File: src/rtl/dsi_packet_assembler_if.sv
// dsi_packet_assembler_if: packet request, payload-in and byte-out handshake bundle.
// Revision 1.0
`default_nettype none

interface dsi_packet_assembler_if;
  logic        pkt_start_i;
  logic        pkt_long_i;
  logic [1:0]  pkt_vc_i;
  logic [5:0]  pkt_type_i;
  logic [15:0] pkt_wc_i;
  logic [7:0]  d_i;
  logic        d_valid_i;
  logic        d_ready_o;
  logic [7:0]  q_o;
  logic        q_valid_o;
  logic        q_ready_i;
  logic        q_first_o;
  logic        q_last_o;
  logic        busy_o;
  logic        done_p_o;

  modport master (
    output pkt_start_i, pkt_long_i, pkt_vc_i, pkt_type_i, pkt_wc_i,
    output d_i, d_valid_i, q_ready_i,
    input  d_ready_o, q_o, q_valid_o, q_first_o, q_last_o, busy_o, done_p_o
  );

  modport slave (
    input  pkt_start_i, pkt_long_i, pkt_vc_i, pkt_type_i, pkt_wc_i,
    input  d_i, d_valid_i, q_ready_i,
    output d_ready_o, q_o, q_valid_o, q_first_o, q_last_o, busy_o, done_p_o
  );
endinterface

`default_nettype wire

File: src/rtl/dsi_packet_assembler.sv
// dsi_packet_assembler: serialises one DSI packet (header + ECC, payload, CRC-16) per request.
// Revision 1.0
`default_nettype none

module dsi_packet_assembler (
  input  logic                  clk_i,
  input  logic                  rst_n_i,
  dsi_packet_assembler_if.slave bus
);

  typedef enum logic [2:0] {
    S_IDLE    = 3'd0,
    S_HDR     = 3'd1,
    S_PAYLOAD = 3'd2,
    S_CRC     = 3'd3,
    S_DONE    = 3'd4
  } state_t;

  function automatic logic [7:0] ecc_calc(input logic [23:0] h);
    logic [5:0] p;
    p[0] = h[0]^h[1]^h[2]^h[4]^h[5]^h[7]^h[10]^h[11]^h[13]^h[16]^h[20]^h[21]^h[22]^h[23];
    p[1] = h[0]^h[1]^h[3]^h[4]^h[6]^h[8]^h[10]^h[12]^h[14]^h[17]^h[20]^h[21]^h[22]^h[23];
    p[2] = h[0]^h[2]^h[3]^h[5]^h[6]^h[9]^h[11]^h[12]^h[15]^h[18]^h[20]^h[21]^h[22];
    p[3] = h[1]^h[2]^h[3]^h[7]^h[8]^h[9]^h[13]^h[14]^h[15]^h[19]^h[20]^h[21]^h[23];
    p[4] = h[4]^h[5]^h[6]^h[7]^h[8]^h[9]^h[16]^h[17]^h[18]^h[19]^h[20]^h[22]^h[23];
    p[5] = h[10]^h[11]^h[12]^h[13]^h[14]^h[15]^h[16]^h[17]^h[18]^h[19]^h[21]^h[22]^h[23];
    return {2'b00, p};
  endfunction

  // Reflected CCITT polynomial, data consumed LSB first.
  function automatic logic [15:0] crc16_byte(input logic [15:0] crc, input logic [7:0] b);
    logic [15:0] c;
    c = crc;
    for (int i = 0; i < 8; i++) begin
      c = (c >> 1) ^ ((c[0] ^ b[i]) ? 16'h8408 : 16'h0000);
    end
    return c;
  endfunction

  state_t      state_q, state_d;
  logic [1:0]  vc_q, vc_d;
  logic [5:0]  type_q, type_d;
  logic [15:0] wc_q, wc_d;
  logic        long_q, long_d;
  logic [1:0]  idx_q, idx_d;
  logic [15:0] cnt_q, cnt_d;
  logic [15:0] crc_q, crc_d;
  logic [7:0]  q_q, q_d;
  logic        q_valid_q, q_valid_d;
  logic        first_q, first_d;
  logic        last_q, last_d;
  logic        busy_q, busy_d;
  logic        done_q, done_d;

  logic        load_out;
  logic [7:0]  ecc;

  assign load_out = !q_valid_q || bus.q_ready_i;
  assign ecc      = ecc_calc({wc_q, vc_q, type_q});

  always_comb begin
    state_d   = state_q;
    vc_d      = vc_q;
    type_d    = type_q;
    wc_d      = wc_q;
    long_d    = long_q;
    idx_d     = idx_q;
    cnt_d     = cnt_q;
    crc_d     = crc_q;
    q_d       = q_q;
    q_valid_d = q_valid_q;
    first_d   = first_q;
    last_d    = last_q;
    busy_d    = busy_q;
    done_d    = 1'b0;

    unique case (state_q)
      S_IDLE: begin
        if (bus.pkt_start_i) begin
          vc_d      = bus.pkt_vc_i;
          type_d    = bus.pkt_type_i;
          wc_d      = bus.pkt_wc_i;
          long_d    = bus.pkt_long_i;
          q_d       = {bus.pkt_vc_i, bus.pkt_type_i};
          q_valid_d = 1'b1;
          first_d   = 1'b1;
          last_d    = 1'b0;
          idx_d     = 2'd1;
          cnt_d     = 16'd0;
          crc_d     = 16'hFFFF;
          busy_d    = 1'b1;
          state_d   = S_HDR;
        end
      end

      S_HDR, S_PAYLOAD, S_CRC: begin
        if (load_out) begin
          // A held last byte being accepted closes the packet.
          if (q_valid_q && last_q) begin
            q_valid_d = 1'b0;
            first_d   = 1'b0;
            last_d    = 1'b0;
            done_d    = 1'b1;
            state_d   = S_DONE;
          end else begin
            first_d = 1'b0;
            unique case (state_q)
              S_HDR: begin
                q_valid_d = 1'b1;
                idx_d     = idx_q + 2'd1;
                case (idx_q)
                  2'd1:    q_d = wc_q[7:0];
                  2'd2:    q_d = wc_q[15:8];
                  default: begin
                    q_d    = ecc;
                    last_d = !long_q;
                    if (long_q) begin
                      idx_d   = 2'd0;
                      cnt_d   = wc_q;
                      state_d = (wc_q == 16'd0) ? S_CRC : S_PAYLOAD;
                    end
                  end
                endcase
              end
              S_PAYLOAD: begin
                if (bus.d_valid_i) begin
                  q_d       = bus.d_i;
                  q_valid_d = 1'b1;
                  cnt_d     = cnt_q - 16'd1;
                  crc_d     = crc16_byte(crc_q, bus.d_i);
                  if (cnt_q == 16'd1) state_d = S_CRC;
                end else begin
                  q_valid_d = 1'b0;
                end
              end
              default: begin
                q_valid_d = 1'b1;
                if (idx_q == 2'd0) begin
                  q_d   = crc_q[7:0];
                  idx_d = 2'd1;
                end else begin
                  q_d    = crc_q[15:8];
                  last_d = 1'b1;
                end
              end
            endcase
          end
        end
      end

      S_DONE: begin
        busy_d  = 1'b0;
        state_d = S_IDLE;
      end

      default: state_d = S_IDLE;
    endcase
  end

  always_ff @(posedge clk_i or negedge rst_n_i) begin
    if (!rst_n_i) begin
      state_q   <= S_IDLE;
      vc_q      <= 2'd0;
      type_q    <= 6'd0;
      wc_q      <= 16'd0;
      long_q    <= 1'b0;
      idx_q     <= 2'd0;
      cnt_q     <= 16'd0;
      crc_q     <= 16'hFFFF;
      q_q       <= 8'd0;
      q_valid_q <= 1'b0;
      first_q   <= 1'b0;
      last_q    <= 1'b0;
      busy_q    <= 1'b0;
      done_q    <= 1'b0;
    end else begin
      state_q   <= state_d;
      vc_q      <= vc_d;
      type_q    <= type_d;
      wc_q      <= wc_d;
      long_q    <= long_d;
      idx_q     <= idx_d;
      cnt_q     <= cnt_d;
      crc_q     <= crc_d;
      q_q       <= q_d;
      q_valid_q <= q_valid_d;
      first_q   <= first_d;
      last_q    <= last_d;
      busy_q    <= busy_d;
      done_q    <= done_d;
    end
  end

  assign bus.d_ready_o = (state_q == S_PAYLOAD) && load_out;
  assign bus.q_o       = q_q;
  assign bus.q_valid_o = q_valid_q;
  assign bus.q_first_o = first_q;
  assign bus.q_last_o  = last_q;
  assign bus.busy_o    = busy_q;
  assign bus.done_p_o  = done_q;

endmodule

`default_nettype wire

File: src/flat_wrapper.sv
// flat-port wrapper written by rule: the top's interface ports become plain ports
module dsi_packet_assembler_flat 
  (clk_i, rst_n_i, bus_pkt_start_i, bus_pkt_long_i, bus_pkt_vc_i, bus_pkt_type_i, bus_pkt_wc_i, bus_d_i, bus_d_valid_i, bus_q_ready_i, bus_d_ready_o, bus_q_o, bus_q_valid_o, bus_q_first_o, bus_q_last_o, bus_busy_o, bus_done_p_o);
  dsi_packet_assembler_if bus_i ();
  input  logic clk_i;
  input  logic rst_n_i;
  input wire logic [$bits(bus_i.pkt_start_i)-1:0] bus_pkt_start_i;
  input wire logic [$bits(bus_i.pkt_long_i)-1:0] bus_pkt_long_i;
  input wire logic [$bits(bus_i.pkt_vc_i)-1:0] bus_pkt_vc_i;
  input wire logic [$bits(bus_i.pkt_type_i)-1:0] bus_pkt_type_i;
  input wire logic [$bits(bus_i.pkt_wc_i)-1:0] bus_pkt_wc_i;
  input wire logic [$bits(bus_i.d_i)-1:0] bus_d_i;
  input wire logic [$bits(bus_i.d_valid_i)-1:0] bus_d_valid_i;
  input wire logic [$bits(bus_i.q_ready_i)-1:0] bus_q_ready_i;
  output wire logic [$bits(bus_i.d_ready_o)-1:0] bus_d_ready_o;
  output wire logic [$bits(bus_i.q_o)-1:0] bus_q_o;
  output wire logic [$bits(bus_i.q_valid_o)-1:0] bus_q_valid_o;
  output wire logic [$bits(bus_i.q_first_o)-1:0] bus_q_first_o;
  output wire logic [$bits(bus_i.q_last_o)-1:0] bus_q_last_o;
  output wire logic [$bits(bus_i.busy_o)-1:0] bus_busy_o;
  output wire logic [$bits(bus_i.done_p_o)-1:0] bus_done_p_o;
  assign bus_i.pkt_start_i = bus_pkt_start_i;
  assign bus_i.pkt_long_i = bus_pkt_long_i;
  assign bus_i.pkt_vc_i = bus_pkt_vc_i;
  assign bus_i.pkt_type_i = bus_pkt_type_i;
  assign bus_i.pkt_wc_i = bus_pkt_wc_i;
  assign bus_i.d_i = bus_d_i;
  assign bus_i.d_valid_i = bus_d_valid_i;
  assign bus_i.q_ready_i = bus_q_ready_i;
  assign bus_d_ready_o = bus_i.d_ready_o;
  assign bus_q_o = bus_i.q_o;
  assign bus_q_valid_o = bus_i.q_valid_o;
  assign bus_q_first_o = bus_i.q_first_o;
  assign bus_q_last_o = bus_i.q_last_o;
  assign bus_busy_o = bus_i.busy_o;
  assign bus_done_p_o = bus_i.done_p_o;
  dsi_packet_assembler u_core (.clk_i(clk_i), .rst_n_i(rst_n_i), .bus(bus_i));
endmodule
File: config.mk
export PLATFORM = sky130hd
export DESIGN_NAME = dsi_packet_assembler_flat
export DESIGN_NICKNAME = d
export VERILOG_FILES = /design/src/rtl/dsi_packet_assembler_if.sv /design/src/rtl/dsi_packet_assembler.sv /design/src/flat_wrapper.sv
export SDC_FILE = /design/constraint.sdc
export NUM_CORES = 1
export LEC_CHECK = 0
export ABC_AREA = 0
export CAP_MARGIN = 20
export CORE_MARGIN = 2
export CORE_UTILIZATION = 52
export CTS_BUF_LIST = sky130_fd_sc_hd__clkbuf_8
export DETAILED_ROUTE_END_ITERATION = 7
export DONT_BUFFER_PORTS = 1
export MAX_ROUTING_LAYER = met4
export PLACE_DENSITY = 0.78
export SLEW_MARGIN = 20
export SYNTH_ARGS = -nofsm -noshare
export SYNTH_HDL_FRONTEND = slang
export SYNTH_SLANG_ARGS = --single-unit
File: constraint.sdc
create_clock -name clk_i -period 4.65 [get_ports clk_i]
set_input_delay 0.93 -clock clk_i [delete_from_list [all_inputs] [get_ports clk_i]]
set_output_delay 0.93 -clock clk_i [all_outputs]
set_load 0.02 [all_outputs]
==> impl_metrics.csv, run 1 <==
group,metric,value,unit
yosys,synth_top_cell_by_area,"dfrtp_1",
floorplanning,fp.dieW,100.3,microns
finish,antenna_cells,0,
global_routing,track_usage,25.79,%
global_routing,grt_pass1_vias,3811,
clock_network,clkTransAtPathRegs,0.08,ns
timing,skew,0.009830,ns
timing,period_share,67.99,%
detailed_routing,dr.pass1.iters,5,
finish,fin_area,5005,sq um
floorplanning,chipHeight,100.3,microns
clock_network,cts_tree,"done",
finish,area_growth_syn_to_layout,3.842,%
job,maxCapViolations,0,
yosys,synth_cell_types,61,
timing,setup_viol,0,
outcome,status,"completed",
clock_network,cts.sinks,75,
yosys,ys_seq_area_share,39.36,%
timing,fmax,316.3,MHz
timing,rsz0062_at_grt,"false",
clock_network,cts_buffers,9,
yosys,synth_cells,508,
yosys,synth.net_count,552,
clock_network,post_cts_buffers,0,
global_routing,grt_max_degree,76,
timing,slew_viol_final,0,
timing,tightest_slew,0.9693,ns
yosys,synth_area,4820,sq um
placement,gp_congestion,0.9028,
critical_path,critPathMaxFanout,21,
critical_path,cp-start-kind,"flip-flop",
detailed_routing,routed_via_density,6.404,
clock_network,cts_max_level,3,
timing,whs,0.2596,ns
yosys,async_flop_share,100.0,%
floorplanning,core,9109,sq um
timing,tns,0,ns
floorplanning,io_pins,52,
finish,fin_nets,527,
placement,hpwl,8.536,mm
timing,hold_viol,0,
global_routing,grt_pass1_wl,19.74,mm
timing,slew_headroom,35.10,%
clock_network,cts.path.max_buffers,2,
finish,final_cell_mix,"59 x dfrtp_1, 53 x nor2_1, 47 x o21ai_0",
worst_hold_path,hp-class,"primary input to asynchronous set/reset pin",
critical_path,required,3.72,ns
detailed_routing,vias,3836,
timing,finalCriticalPeriod,3.161,ns
detailed_routing,drc,0,
floorplanning,num_rows,35,
critical_path,cp.arrival,2.23,ns
yosys,synth.top_cell.area_share,30.63,%
yosys,synth_edf_count,0,
yosys,yosysWarnings,0,
clock_network,root_buffer,"clkbuf_8",
placement,placed_area,4828,sq um
detailed_routing,dr.first_iter.drc_count,262,
global_routing,overflow,0,
finish,layout_commonest_cell,"dfrtp_1",
floorplanning,start_util,52.91,%
floorplanning,dieArea,10060,sq um
detailed_routing,wire_per_inst,19.85,microns
yosys,synth-seq-cells,75,
yosys,synth-main-ff-cell,"dfrtp_1",
detailed_routing,antenna_left,0,
finish,drive_gt1_share,14.34,%
critical_path,crit_path_end_kind,"primary output",
clock_network,insertion_delay,0.36,ns
placement,io_buffers,0,
clock_network,ctsHoldBuffers,0,
yosys,avgSynthCellArea,9.487,sq um
detailed_routing,routed_wl,11.89,mm
critical_path,worst-setup-path-type,"flip-flop to primary output",
clock_network,ctsResizeCount,0,
global_routing,antenna_found_initial,0,
finish,fill_cells,824,
yosys,yosys-top-cells-area,"dfrtp_1 31%, dfstp_2 8.7%, xnor2_1 6.7%, mux2_2 5.8%, o21ai_0 4.9%",
[cell usage after synthesis (3+ instances only)]
cell,number
a21oi_1,31
o21ai_0,47
buf_2,5
nor2_1,54
a21o_1,6
clkbuf_1,27
xor2_1,13
o211ai_1,4
o221ai_1,3
a221oi_1,11
mux2_2,25
o22a_1,6
buf_1,5
mux2i_1,8
and3_1,5
and2_1,4
nor2b_1,4
nor3_1,9
nor4_1,6
nand2_1,35
nand2b_1,6
or3_1,4
a211oi_1,3
a31oi_1,5
xnor2_1,37
nand3_1,3
xnor3_1,9
inv_1,14
dfstp_2,16
ha_1,6
dfrtp_1,59
[kinds of logic after synthesis]
| group | share of synthesized area [%] |
|---|---|
| compound gates | 18.74 |
| fa+ha+maj | 1.558 |
| mux | 7.503 |
| buf+inv | 4.309 |
| simple gates | 13.86 |
| xor+xnor | 14.67 |
| flops | 39.36 |
[per-layer routing]
layer | up-vias | part of all wire [%] | track usage [%] | wire, microns
li1 | 1753 | - | - | -
met1 | 1864 | 41 | 33.72 | 4885
met2 | 185 | 47 | 40.06 | 5586
met3 | 34 | 9.2 | 5.850 | 1088
met4 | 0 | 2.8 | 8.219 | 329
met5 | - | 0 | - | 0
[layout make-up]
| class | instances | area, sq um | share of cell area (%) |
|---|---|---|---|
| Clock buffer | 10 | 137.6 | 2.750 |
| Clock inverter | 6 | 38.79 | 0.7750 |
| Inverter | 14 | 52.55 | 1.050 |
| Multi-Input combinational cell | 380 | 2718 | 54.30 |
| Sequential cell | 75 | 1897 | 37.90 |
| Tap cell | 111 | 138.9 | 2.775 |
| Timing Repair Buffer | 3 | 22.52 | 0.4500 |
[final timing paths]
kind                            slack [ns]                to  cells after the start               from
worst max register to register        1.73   u_core.cnt_q[0]                      5  u_core.state_q[2]
worst max-delay path                  1.49     bus_d_ready_o                      3  u_core.state_q[1]
max in group asynchronous             4.16   u_core.crc_q[4]                      0            rst_n_i
worst min-delay path                  0.26  u_core.cnt_q[11]                      0            rst_n_i
worst min register to register        0.50   u_core.crc_q[1]                      2    u_core.crc_q[1]
min in group clk_i                    0.50   u_core.crc_q[1]                      2    u_core.crc_q[1]
[metrics by stage]
stage	cells	setup WS, ns	util, %
floorplan	508	2.019	-
global placement	583	1.874	53.01
detailed placement	583	1.803	53.01
CTS	599	1.505	54.95
global route	599	1.328	54.95
finish	599	1.489	54.95
[registers in the layout (all words and copies together), names as in the netlist, 2 cells and up]
signal / flops
u_core.crc_q: 16
u_core.idx_q: 2
u_core.vc_q: 2
u_core.type_q: 6
u_core.bus.q_o: 8
u_core.wc_q: 16
u_core.state_q: 3
u_core.cnt_q: 16
[critical path: stages (launching register included)]
cell	delay, ns
dfrtp_1	0.72
nand2b_1	0.26
or2_2	0.50
nor2_1	0.40
Power of run 1 is not shown: default switching activity piles up to over one toggle a cycle in this logic, so the estimate is an artifact.
==> run 2, diff against run 1 <==
- clock period: 4.65 -> 3 ns (I/O delays scaled with it)
==> impl_metrics.csv, run 2 (same netlist as run 1, synthesis figures left out) <==
group,metric,value,unit
critical_path,timing.rr.end,"u_core.state_q[0]",
worst_hold_path,hp-class,"primary input to asynchronous set/reset pin",
critical_path,worst-setup-path-type,"flip-flop to primary output",
critical_path,cp-start-kind,"flip-flop",
timing,hold_viol,0,
timing,slew_viol_final,0,
timing,tns,0,ns
placement,placed_area,4858,sq um
clock_network,insertion_delay,0.36,ns
finish,fin_util,55.41,%
critical_path,cp.arrival,2.03,ns
floorplanning,chipHeight,100.3,microns
detailed_routing,wire_per_inst,19.48,microns
floorplanning,num_rows,35,
timing,period_share,87.76,%
finish,drive_gt1_share,14.81,%
timing,slew_headroom,42.23,%
clock_network,clkTransAtPathRegs,0.08,ns
critical_path,path_depth,3,
critical_path,path_cells,"nand2b_1 > or2_2 > nor2_1",
critical_path,critPathMaxFanout,18,
critical_path,crit_family,"simple AND/OR/NAND/NOR gates",
job,maxCapViolations,0,
global_routing,antenna_found_initial,0,
placement,hpwl,8.368,mm
finish,fin_area,5047,sq um
critical_path,required,2.40,ns
clock_network,cts_tree,"done",
timing,finalCriticalPeriod,2.633,ns
finish,layout_commonest_cell,"dfrtp_1",
clock_network,cts.sinks,75,
floorplanning,io_pins,52,
detailed_routing,vias,3810,
finish,fin_nets,532,
critical_path,max_stage_delay,0.50,ns
global_routing,overflow,0,
placement,io_buffers,0,
critical_path,cp_slowest_cell,"dfrtp_1",
finish,area_growth_syn_to_layout,4.725,%
global_routing,grt_pass1_vias,3767,
detailed_routing,dr.pass1.iters,5,
detailed_routing,antenna_left,0,
critical_path,crit_path_end_kind,"primary output",
global_routing,grt_pass1_wl,19.55,mm
floorplanning,fp.dieW,100.3,microns
finish,final_cell_mix,"59 x dfrtp_1, 53 x nor2_1, 47 x o21ai_0",
detailed_routing,dr.first_iter.drc_count,288,
critical_path,reg2regPathDepth,5,
finish,antenna_cells,0,
timing,skew,0.01086,ns
timing,tightest_slew,0.8665,ns
critical_path,startpoint,"u_core.state_q[0]",
timing,fmax,379.8,MHz
global_routing,grt_max_degree,60,
clock_network,cts_buffers,9,
clock_network,cts.path.max_buffers,2,
clock_network,cts_max_level,3,
critical_path,path_buf_inv,0,
critical_path,reg2reg_slack,0.50,ns
critical_path,crit_end,"bus_d_ready_o",
detailed_routing,drc,0,
placement,gp_congestion,0.9262,
floorplanning,dieArea,10060,sq um
global_routing,track_usage,25.88,%
floorplanning,start_util,52.91,%
detailed_routing,routed_via_density,6.308,
finish,reg_top3,"u_core.cnt_q (16), u_core.crc_q (16), u_core.wc_q (16)",
clock_network,root_buffer,"clkbuf_8",
timing,rsz0062_at_grt,"false",
critical_path,r2r-start,"u_core.cnt_q[5]",
floorplanning,core,9109,sq um
outcome,status,"completed",
detailed_routing,routed_wl,11.76,mm
timing,setup_viol,0,
==> run 2: per-layer routing <==
layer	track usage [%]	part of all wire, %
met5	-	0
met1	33.23	41
met4	7.271	2.1
met3	6.964	9.6
met2	40.58	47
==> run 2: repair_timing <==
action,in CTS,in global routing
endpoints found under the hold margin,59,0
hold buffers,1,0
gates resized for setup,0,0
setup buffers,0,0
==> run 2: per-stage QoR <==
stage / cells / hold WS [ns] / setup WS [ns]
2_1_floorplan: 508 / 0.3044 / 0.6985
3_3_place_gp: 587 / 0.3091 / 0.6224
3_5_place_dp: 587 / 0.3087 / 0.5613
4_1_cts: 604 / 0.07465 / 0.3823
5_1_grt: 604 / 0.05569 / 0.2956
6_report: 604 / 0.08230 / 0.3673
==> run 2: layout make-up <==
class,instances,area (sq um)
fill,826,4061
inverter,14,52.55
multi-input combinational,380,2718
tap,111,138.9
timing repair buffer,8,80.08
sequential,75,1897
clock buffer,9,123.9
clock inverter,7,37.54
==> run 2: worst min path at each step <==
stage,from,endpoint,cells after the start
6_report,rst_n_i,u_core.crc_q[0],0
5_1_grt,rst_n_i,u_core.crc_q[8],0
4_1_cts,rst_n_i,u_core.crc_q[7],0
3_5_place_dp,rst_n_i,u_core.wc_q[13],0
3_3_place_gp,rst_n_i,u_core.wc_q[13],0
2_1_floorplan,rst_n_i,u_core.bus.busy_o,0
Power of run 2 is left out for the same reason.
==> run 3, diff against run 2 <==
- CORE_ASPECT_RATIO: not set -> 1.4
==> impl_metrics.csv, run 3 (same netlist as run 1, synthesis figures left out) <==
group,metric,value,unit
critical_path,critPathMaxFanout,21,
finish,fin_nets,532,
critical_path,worst-setup-path-type,"flip-flop to primary output",
timing,finalCriticalPeriod,2.752,ns
clock_network,insertion_delay,0.37,ns
finish,final_cell_mix,"59 x dfrtp_1, 53 x nor2_1, 47 x o21ai_0",
finish,drive_gt1_share,15.21,%
clock_network,clkTransAtPathRegs,0.09,ns
critical_path,cp-start-kind,"flip-flop",
clock_network,ctsHoldBuffers,1,
critical_path,crit_path_end_kind,"primary output",
global_routing,track_usage,25.43,%
critical_path,max_stage_delay,0.70,ns
floorplanning,start_util,53.38,%
worst_hold_path,hp-class,"primary input to asynchronous set/reset pin",
critical_path,path_cells,"nand2b_1 > or2_2 > nor2_1",
floorplanning,dieArea,10070,sq um
timing,setup_viol,0,
floorplanning,io_pins,52,
clock_network,cts.sinks,75,
global_routing,grt_max_degree,60,
detailed_routing,wire_per_inst,19.48,microns
critical_path,cp_slowest_cell,"dfrtp_1",
timing,fmax,363.3,MHz
critical_path,crit_family,"simple AND/OR/NAND/NOR gates",
placement,io_buffers,0,
detailed_routing,routed_wl,11.69,mm
floorplanning,chipHeight,117.9,microns
clock_network,cts.path.max_buffers,2,
detailed_routing,dr.first_iter.drc_count,288,
critical_path,required,2.40,ns
timing,tns,0,ns
global_routing,grt_pass1_wl,19.22,mm
floorplanning,num_rows,41,
timing,slew_viol_final,0,
clock_network,root_buffer,"clkbuf_8",
timing,hold_viol,0,
clock_network,ctsResizeCount,0,
clock_network,cts_max_level,3,
detailed_routing,antenna_left,0,
finish,layout_commonest_cell,"dfrtp_1",
placement,gp_congestion,0.8486,
global_routing,grt_pass1_vias,3795,
finish,reg_top3,"u_core.cnt_q (16), u_core.crc_q (16), u_core.wc_q (16)",
finish,antenna_cells,0,
clock_network,cts_buffers,9,
detailed_routing,routed_via_density,6.150,
timing,period_share,91.74,%
detailed_routing,drc,0,
timing,slew_headroom,41.96,%
detailed_routing,vias,3690,
timing,skew,0.01079,ns
job,maxCapViolations,0,
detailed_routing,dr.pass1.iters,6,
timing,tightest_slew,0.8705,ns
critical_path,path_buf_inv,0,
clock_network,post_cts_buffers,0,
global_routing,overflow,0,
floorplanning,fp.dieW,85.37,microns
outcome,status,"completed",
placement,hpwl,8.553,mm
critical_path,cp.arrival,2.15,ns
timing,rsz0062_at_grt,"false",
clock_network,cts_tree,"done",
global_routing,antenna_found_initial,0,
floorplanning,core,9029,sq um
finish,area_growth_syn_to_layout,5.088,%
[run 3: final timing paths]
kind | startpoint | end | slack, ns | cells past startpoint
max | u_core.state_q[1] | bus_d_ready_o | 0.25 | 3
min | rst_n_i | u_core.crc_q[13] | 0.07 | 0
max reg2reg | u_core.state_q[1] | u_core.crc_q[4] | 0.54 | 4
min reg2reg | u_core.crc_q[5] | u_core.crc_q[5] | 0.50 | 2
max in group asynchronous | rst_n_i | u_core.wc_q[0] | 2.65 | 1
min in group clk_i | bus_pkt_wc_i[3] | u_core.wc_q[3] | 0.35 | 2
[run 3: routing by layer]
layer | GRT usage [%] | share of wire, % | up-vias
li1 | - | - | 1758
met1 | 28.49 | 38 | 1783
met2 | 40.87 | 51 | 119
met3 | 7.083 | 7.0 | 30
met4 | 13.39 | 4.2 | 0
met5 | - | 0 | -
[run 3: metrics by stage]
stage | instances | utilization, % | worst slack, ns | hold slack, ns | instance area [sq um]
after floorplan | 508 | - | 0.6985 | 0.3044 | 4820
after global placement | 583 | 53.76 | 0.6212 | 0.3072 | 4853
after detailed placement | 583 | 53.76 | 0.5318 | 0.3079 | 4853
after CTS | 600 | 56.10 | 0.2495 | 0.04632 | 5065
after global routing | 600 | 56.10 | 0.1064 | 0.04401 | 5065
final | 600 | 56.10 | 0.2478 | 0.06719 | 5065
[run 3: final cells by class]
class	count	area [sq um]
timing repair buffer	8	80.08
sequential	75	1897
tap	107	133.9
fill	780	3964
clock inverter	7	60.06
multi-input combinational	380	2718
inverter	14	52.55
clock buffer	9	123.9
Power of run 3 is left out for the same reason.
